--- config.mk ---
export PLATFORM = sky130hd
export DESIGN_NAME = fp_lane_sanitizer
export DESIGN_NICKNAME = d
export VERILOG_FILES = /design/src/rtl/fp_lane_sanitizer.sv
export SDC_FILE = /design/constraint.sdc
export NUM_CORES = 1
export LEC_CHECK = 0
export CAP_MARGIN = 20
export CORE_ASPECT_RATIO = 1.2
export CORE_UTILIZATION = 46
export CTS_CLUSTER_DIAMETER = 50
export DETAILED_ROUTE_END_ITERATION = 6
export GPL_ROUTABILITY_DRIVEN = 1
export PLACE_DENSITY_LB_ADDON = 0.12
export SKIP_LAST_GASP = 1
export SYNTH_ARGS = -nofsm -noshare
export SYNTH_HDL_FRONTEND = slang
export SYNTH_SLANG_ARGS = --single-unit
--- constraint.sdc ---
create_clock -name clk -period 6.5 [get_ports clk]
set_input_delay 1.3 -clock clk [delete_from_list [all_inputs] [get_ports clk]]
set_output_delay 1.3 -clock clk [all_outputs]
set_load 0.01 [all_outputs]
--- src/rtl/fp_lane_sanitizer.sv ---
// Multi-lane low-precision float sanitiser: canonicalises NaN/Inf/zero/subnormal
// lanes in one register stage and tracks sticky flags plus saturating event counters.
module fp_lane_sanitizer #(
    parameter int EXP_W = 2,
    parameter int MAN_W = 3,
    parameter int LANES = 4,
    parameter int CNT_W = 16
) (
    input  logic                             clk,
    input  logic                             rst_n,
    input  logic [1:0]                       mode,
    input  logic                             in_valid,
    output logic                             in_ready,
    input  logic [LANES*(1+EXP_W+MAN_W)-1:0] in_data,
    output logic                             out_valid,
    input  logic                             out_ready,
    output logic [LANES*(1+EXP_W+MAN_W)-1:0] out_data,
    output logic [3:0]                       out_flags,
    output logic [3:0]                       sticky_flags,
    input  logic                             clr_stats,
    output logic [CNT_W-1:0]                 cnt_nan,
    output logic [CNT_W-1:0]                 cnt_inf,
    output logic [CNT_W-1:0]                 cnt_sub
);

    localparam int W  = 1 + EXP_W + MAN_W;
    localparam int NW = $clog2(LANES + 1);
    localparam int SW = CNT_W + NW + 1;
    localparam logic [CNT_W-1:0] CNT_MAX = '1;
    localparam logic [EXP_W-1:0] MAX_EXP = {{(EXP_W-1){1'b1}}, 1'b0};

    logic [LANES*W-1:0] san_data;
    logic [3:0]         san_flags;
    logic [NW-1:0]      n_nan, n_inf, n_sub;
    logic               accept;

    function automatic logic [CNT_W-1:0] sat_add(input logic [CNT_W-1:0] c,
                                                 input logic [NW-1:0]    n);
        logic [SW-1:0] s;
        s = SW'(c) + SW'(n);
        return (s > SW'(CNT_MAX)) ? CNT_MAX : s[CNT_W-1:0];
    endfunction

    always_comb begin
        logic             s;
        logic [EXP_W-1:0] e;
        logic [MAN_W-1:0] m;
        logic [W-1:0]     w;
        logic [W-1:0]     lane_out;
        san_data  = '0;
        san_flags = '0;
        n_nan     = '0;
        n_inf     = '0;
        n_sub     = '0;
        s         = 1'b0;
        e         = '0;
        m         = '0;
        w         = '0;
        lane_out  = '0;
        for (int i = 0; i < LANES; i++) begin
            w        = in_data[i*W +: W];
            s        = w[W-1];
            e        = w[MAN_W +: EXP_W];
            m        = w[MAN_W-1:0];
            lane_out = w;
            if (e == '1) begin
                if (m == '0) begin
                    lane_out     = {s, MAX_EXP, {MAN_W{1'b1}}};
                    san_flags[2] = 1'b1;
                    n_inf        = n_inf + NW'(1);
                end else begin
                    lane_out     = mode[1] ? {s, MAX_EXP, {MAN_W{1'b1}}} : '0;
                    san_flags[3] = 1'b1;
                    n_nan        = n_nan + NW'(1);
                end
            end else if (e == '0) begin
                if (m == '0) begin
                    // -0 collapses to +0 as well
                    lane_out     = '0;
                    san_flags[0] = 1'b1;
                end else begin
                    lane_out     = mode[0] ? '0 : w;
                    san_flags[1] = 1'b1;
                    n_sub        = n_sub + NW'(1);
                end
            end
            san_data[i*W +: W] = lane_out;
        end
    end

    assign in_ready = !rst_n || !out_valid || out_ready;
    assign accept   = in_valid && in_ready;

    always_ff @(posedge clk) begin
        if (!rst_n) begin
            out_valid    <= 1'b0;
            out_data     <= '0;
            out_flags    <= '0;
            sticky_flags <= '0;
            cnt_nan      <= '0;
            cnt_inf      <= '0;
            cnt_sub      <= '0;
        end else begin
            if (accept) begin
                out_valid <= 1'b1;
                out_data  <= san_data;
                out_flags <= san_flags;
            end else if (out_ready) begin
                out_valid <= 1'b0;
            end
            // a clear in the same cycle as an accept discards that beat's events
            if (clr_stats) begin
                sticky_flags <= '0;
                cnt_nan      <= '0;
                cnt_inf      <= '0;
                cnt_sub      <= '0;
            end else if (accept) begin
                sticky_flags <= sticky_flags | san_flags;
                cnt_nan      <= sat_add(cnt_nan, n_nan);
                cnt_inf      <= sat_add(cnt_inf, n_inf);
                cnt_sub      <= sat_add(cnt_sub, n_sub);
            end
        end
    end

endmodule

Word level (Yosys, flattened, before mapping)
Index checks and enable logic that the tools add are counted.
{ "word_totals": {"out_inout_bits": 82, "input_bits": 31, "word_cells": 125, "regBits": 81} }
{ "op_classes": {"eq_ne": 4, "bitwise": 2, "order_cmp": 3, "n_reduce_logical": 15, "addsub": 12, "muxes": 82} }
{ "op_table": {"columns": ["operator", "count"], "rows": [
  ["two-way mux 6 bit", 24],
  ["two-way mux 3 bit", 21],
  ["adder 16 x 3 -> 17 bit", 3],
  ["greater-than comparator 17 x 16 -> 1 bit, second input constant", 3],
  ["two-way mux 16 bit", 3],
  ["adder 3 x 1 -> 3 bit, second input constant", 9],
  ["two-way mux 2 bit", 12],
  ["two-way mux 1 bit", 22],
  ["logical NOT 3 bit", 4],
  ["equality test 2 bit, second input constant", 4],
  ["logical NOT 2 bit", 4],
  ["bitwise OR 4 bit", 1],
  ["logical NOT 1 bit", 2],
  ["logical OR 1 bit", 2],
  ["nonzero test 2 bit", 1],
  ["OR reduction 2 bit", 1],
  ["logical AND 1 bit", 1],
  ["inverter 1 bit", 1]
]} }

Depth between registers and ports, before layout
{ "logic_depth": {"depth_word": 19, "ltp_mapped": 18, "ltp_nobuf": 17} }

Worst setup path after synthesis
No wires, ideal clock.
{ "synth_timing": {"kind": "input to register", "start": "input port in_data[6]", "end": "register cnt_sub[8]", "required_ps": 6426, "t_arrival_ps": 5123, "path_slack_ps": 1303, "path_stages": 15, "n_path_buf": 0, "setup_time_ps": 74, "cell_sequence": "nor3_1 inv_1 ha_1 nor3b_1 a31oi_1 inv_1 ha_1 mux2_2 ha_1 mux2i_1 fa_1 nand2b_1 a2111o_1 or3_1 a31oi_1"} }
{ "synth_via": {"elab_chain_cells": 15} }
{ "synth_lines": {"columns": ["item", "line", "rtl"], "rows": [
  ["start: declaration", "14", "input logic [LANES*(1+EXP_W+MAN_W)-1:0] in_data,"],
  ["logical NOT 3 bit (*)", "77", "if (m == '0) begin"],
  ["two-way mux 3 bit (*)", "77", null],
  ["two-way mux 3 bit (*)", "76", "end else if (e == '0) begin"],
  ["two-way mux 3 bit (*)", "66", "if (e == '1) begin"],
  ["adder 3 x 1 -> 3 bit", "84", "n_sub = n_sub + NW'(1);"],
  ["two-way mux 3 bit", "77", null],
  ["two-way mux 3 bit", "76", null],
  ["two-way mux 3 bit (*)", "66", null],
  ["adder 3 x 1 -> 3 bit", "84", null],
  ["two-way mux 3 bit", "77", null],
  ["two-way mux 3 bit", "76", null],
  ["two-way mux 3 bit (*)", "66", null],
  ["adder 16 x 3 -> 17 bit (*)", "40", "s = SW'(c) + SW'(n);"],
  ["greater-than comparator 17 x 16 -> 1 bit", "41", "return (s > SW'(CNT_MAX)) ? CNT_MAX : s[CNT_W-1:0];"],
  ["two-way mux 16 bit (*)", "41", null],
  ["end signal: assignment", "121", "cnt_sub <= sat_add(cnt_sub, n_sub);"],
  ["end: declaration", "23", "output logic [CNT_W-1:0] cnt_sub"]
]} }
Mark *: on every way between the ends. The rest lies on a longest branch, timed or not.
A chain may end at the register's enable or synchronous reset.

Worst setup path in the final report
{ "layout_timing": {"start": "input port in_data[2]", "end": "register cnt_sub[11]"} }
{ "layout_via": {"elab_chain_cells": 19} }
{ "layout_lines": {"columns": ["item", "line"], "rows": [
  ["logical NOT 3 bit (*)", "77"],
  ["two-way mux 1 bit (*)", "77"],
  ["two-way mux 1 bit (*)", "76"],
  ["two-way mux 1 bit (*)", "66"],
  ["adder 3 x 1 -> 3 bit", "84"],
  ["two-way mux 3 bit", "77"],
  ["two-way mux 3 bit", "76"],
  ["two-way mux 3 bit (*)", "66"],
  ["[3 not listed]", null],
  ["two-way mux 3 bit (*)", "66"],
  ["adder 3 x 1 -> 3 bit", "84"],
  ["two-way mux 3 bit", "77"],
  ["two-way mux 3 bit", "76"],
  ["two-way mux 3 bit (*)", "66"],
  ["adder 16 x 3 -> 17 bit (*)", "40"],
  ["greater-than comparator 17 x 16 -> 1 bit", "41"],
  ["two-way mux 16 bit (*)", "41"]
]} }
Marked as above.

==> flow_summary.yaml <==
run_status:
  status: "completed"
logic_synthesis:
  synth_fa_ha_area_share_pct: 7.05
  synth_xor_area_share_pct: 3.44
  synth_nets: 619
  yosysSeqAreaShare_pct: 35.4
  synth_edf_count: 0
  syn_area_per_cell_um2: 8.12
  ys_warn_count: 0
  synthMuxAreaShare_pct: 1.86
  synthesis.area_um2: 4580
  ys_ff_latch: 81
  synth_cells: 564
  yosysUniqueCellTypes: 61
  synth_top_family_by_area: "simple AND/OR/NAND/NOR gates"
  synth_top_flop_cell: "dfxtp_1"
  synth-simple-area-share_pct: 23.9
  ys_async_sr_fraction_pct: 0
  synth_compound_area_share_pct: 23.4
route:
  finalWirelength_um: 12300
  first_pass_iters: 4
  post_drt_wl_per_cell_um: 15.6
  avgViaCountPerCell: 5.84
  ant_nets: 0
  drcViolationCount: 0
  vias: 4616
  drt_iter0_markers: 228
worst_setup_path:
  reg2reg_slack_ns: 3.78
  crit_required_ns: 6.75
  timing.rr.start: "cnt_sub[0]"
  worstSetupPathType: "primary input to register"
  path_max_fanout: 12
  cp.arrival_ns: 6.11
  worstSetupStartpointType: "primary input"
  reg2reg_depth: 7
  end_kind: "register"
  reg2reg_to: "cnt_sub[11]"
sta:
  finalHoldViolCount: 0
  whs_ns: 0.449
  setup_tns_ns: 0
  setup_viol: 0
  slew_viol_final: 0
  fin_worst_skew_ns: 0.00350
  fin_crit_ns: 5.85
  max_freq_ghz: 0.171
  rsz0062_at_grt: "no"
  tightest_slew_ns: 0.969
  post-route-period-util_pct: 90.0
  relSlewSlack_pct: 35.3
global_routing:
  grtUsageTotal_pct: 24.8
  grt_pass1_wl_um: 20700
  antenna_found_initial: 0
  grt_max_degree: 50
  grt_pass1_vias: 4450
  overflow: 0
hold_path:
  whs_path_depth: 2
  hp-start: "out_data[9]"
  hp-class: "register to register"
  min_to: "out_data[9]"
power_and_ir_drop:
  internal_power_w: 0.000852
  irDropWorstVdd_v: 0.000153
  pwr-share-seq_pct: 45.6
  p_per_area_nw_per_um2: 189
  netSwitchingPower_w: 0.000289
  p_sw_share_pct: 25.3
  clockPowerShare_pct: 40.5
  p_leak_nw: 2.14
  comb_power_share_pct: 13.8
die:
  die_x_um: 93.1
  start_util_pct: 47.6
  die_area_um2: 10400
  core_area_um2: 9610
  rows: 39
  ios: 113
  die_h_um: 111
placement:
  hpwl_um: 8850
  numPortBuffers: 112
  gp_congestion: 0.814
  dp_cells: 776
layout:
  antenna_cells: 0
  nets: 719
  nFillCells: 841
  layout-drive-gt1-share_pct: 4.49
  final-seq-area_um2: 1620
  final_cells: 791
  multi_input_area_um2: 2730
  area_growth_pct: 31.8
cts:
  cts_buffers: 9
  cts.repair.resized: 0
  post_cts_buffers: 0
  clk_path_buf_depth: 2
  insertion_delay_ns: 0.34
  cts_root_buf: "clkbuf_16"
  tritoncts: "done"
  path_clk_slew_ns: 0.06
  h-tree-depth: 3
  postCtsHoldBufs: 0
  cts.sinks: 81
job:
  maxCapViolCount: 0
cell usage after synthesis (all sizes together) (12+ instances only):
master / count / area, um2
a31oi: 33 / 206
clkbuf: 21 / 80.1
nor3: 12 / 60.1
nand3: 17 / 85.1
inv: 28 / 105
and3: 13 / 81.3
dfxtp: 81 / 1620
a21oi: 44 / 220
or3: 16 / 100
o21ai: 42 / 210
nor2: 17 / 63.8
ha: 21 / 263
nand2: 76 / 285
logic make-up after synthesis:
logic type / after synthesis
compound gates: 167
xor+xnor: 18
mux: 8
buf+inv: 56
simple gates: 210
fa+ha+maj: 24
flops: 81
routing by layer:
| metal | wire, um | vias up | track usage [%] |
|---|---|---|---|
| met3 | 567 | 11 | 5.35 |
| met1 | 5560 | 2211 | 30.2 |
| met4 | 152 | 0 | 8.21 |
| met2 | 6050 | 107 | 42.7 |
| li1 | - | 2287 | - |
| met5 | 0 | - | 0 |
power groups by stage:
stage | combinational (W) | clock, W | sequential, W
floorplan | 0.0000760 | 0 | 0.000537
global placement | 0.000155 | 0 | 0.000531
detailed placement | 0.000158 | 0 | 0.000531
CTS | 0.000159 | 0.000470 | 0.000521
global route | 0.000176 | 0.000496 | 0.000522
finish | 0.000158 | 0.000462 | 0.000521
worst max-delay path: stages:
cell	delay (ns)
clkdlybuf4s50_1	0.47
or3_1	0.44
nand2_1	0.12
inv_1	0.05
ha_1	0.26
nor3b_1	0.14
a31oi_1	0.27
inv_1	0.08
ha_1	0.27
mux2_2	0.29
ha_1	0.30
mux2i_1	0.09
fa_1	0.45
nand2b_1	0.25
a2111oi_4	0.49
nand4_1	0.52
a31oi_1	0.32
per-stage QoR:
step / setup WS (ns) / power [W] / util, % / instance area (um2)
after detailed placement: 0.380 / 0.000689 / 60.0 / 5770
final: 0.649 / 0.00114 / 62.8 / 6030
after floorplan: 1.30 / 0.000613 / - / 4580
after global placement: 0.583 / 0.000686 / 60.0 / 5770
after global routing: 0.421 / 0.00119 / 62.8 / 6030
after CTS: 0.677 / 0.00115 / 62.8 / 6030
registers in the layout, indices dropped and copies added (netlist names):
name	count
cnt_inf	16
cnt_nan	16
cnt_sub	16
out_data	24
out_flags	4
out_valid	1
sticky_flags	4
worst max path at each step:
stage	cells past startpoint	startpoint	endpoint	slack (ns)
2_1_floorplan	15	in_data[6]	cnt_sub[8]	1.30
3_3_place_gp	17	in_data[2]	cnt_sub[7]	0.58
3_5_place_dp	17	in_data[2]	cnt_sub[8]	0.38
4_1_cts	17	in_data[2]	cnt_sub[11]	0.68
5_1_grt	17	in_data[2]	cnt_sub[8]	0.42
6_report	17	in_data[2]	cnt_sub[11]	0.65
area by class of cell:
cell class | count | share of cell area [%]
Multi-Input combinational cell | 427 | 45.3
Sequential cell | 81 | 26.9
Timing Repair Buffer | 117 | 19.2
Clock buffer | 12 | 4.09
Tap cell | 123 | 2.55
Inverter | 28 | 1.74
Clock inverter | 3 | 0.290
placed cells by master (no fill, tap or decap), types with 11 or more instances in the layout:
cell type,netlist,final
o21ai_0,42,42
dfxtp_1,81,81
inv_1,27,27
nand2_1,76,76
and3_1,13,13
nand3_1,17,17
a21oi_1,44,44
nor2_1,17,16
ha_1,21,21
or3_1,16,16
clkdlybuf4s50_1,0,112
nor3_1,12,12
a31oi_1,33,33
nand4_1,11,11
No activity file was read; power rests on OpenSTA's default activity.
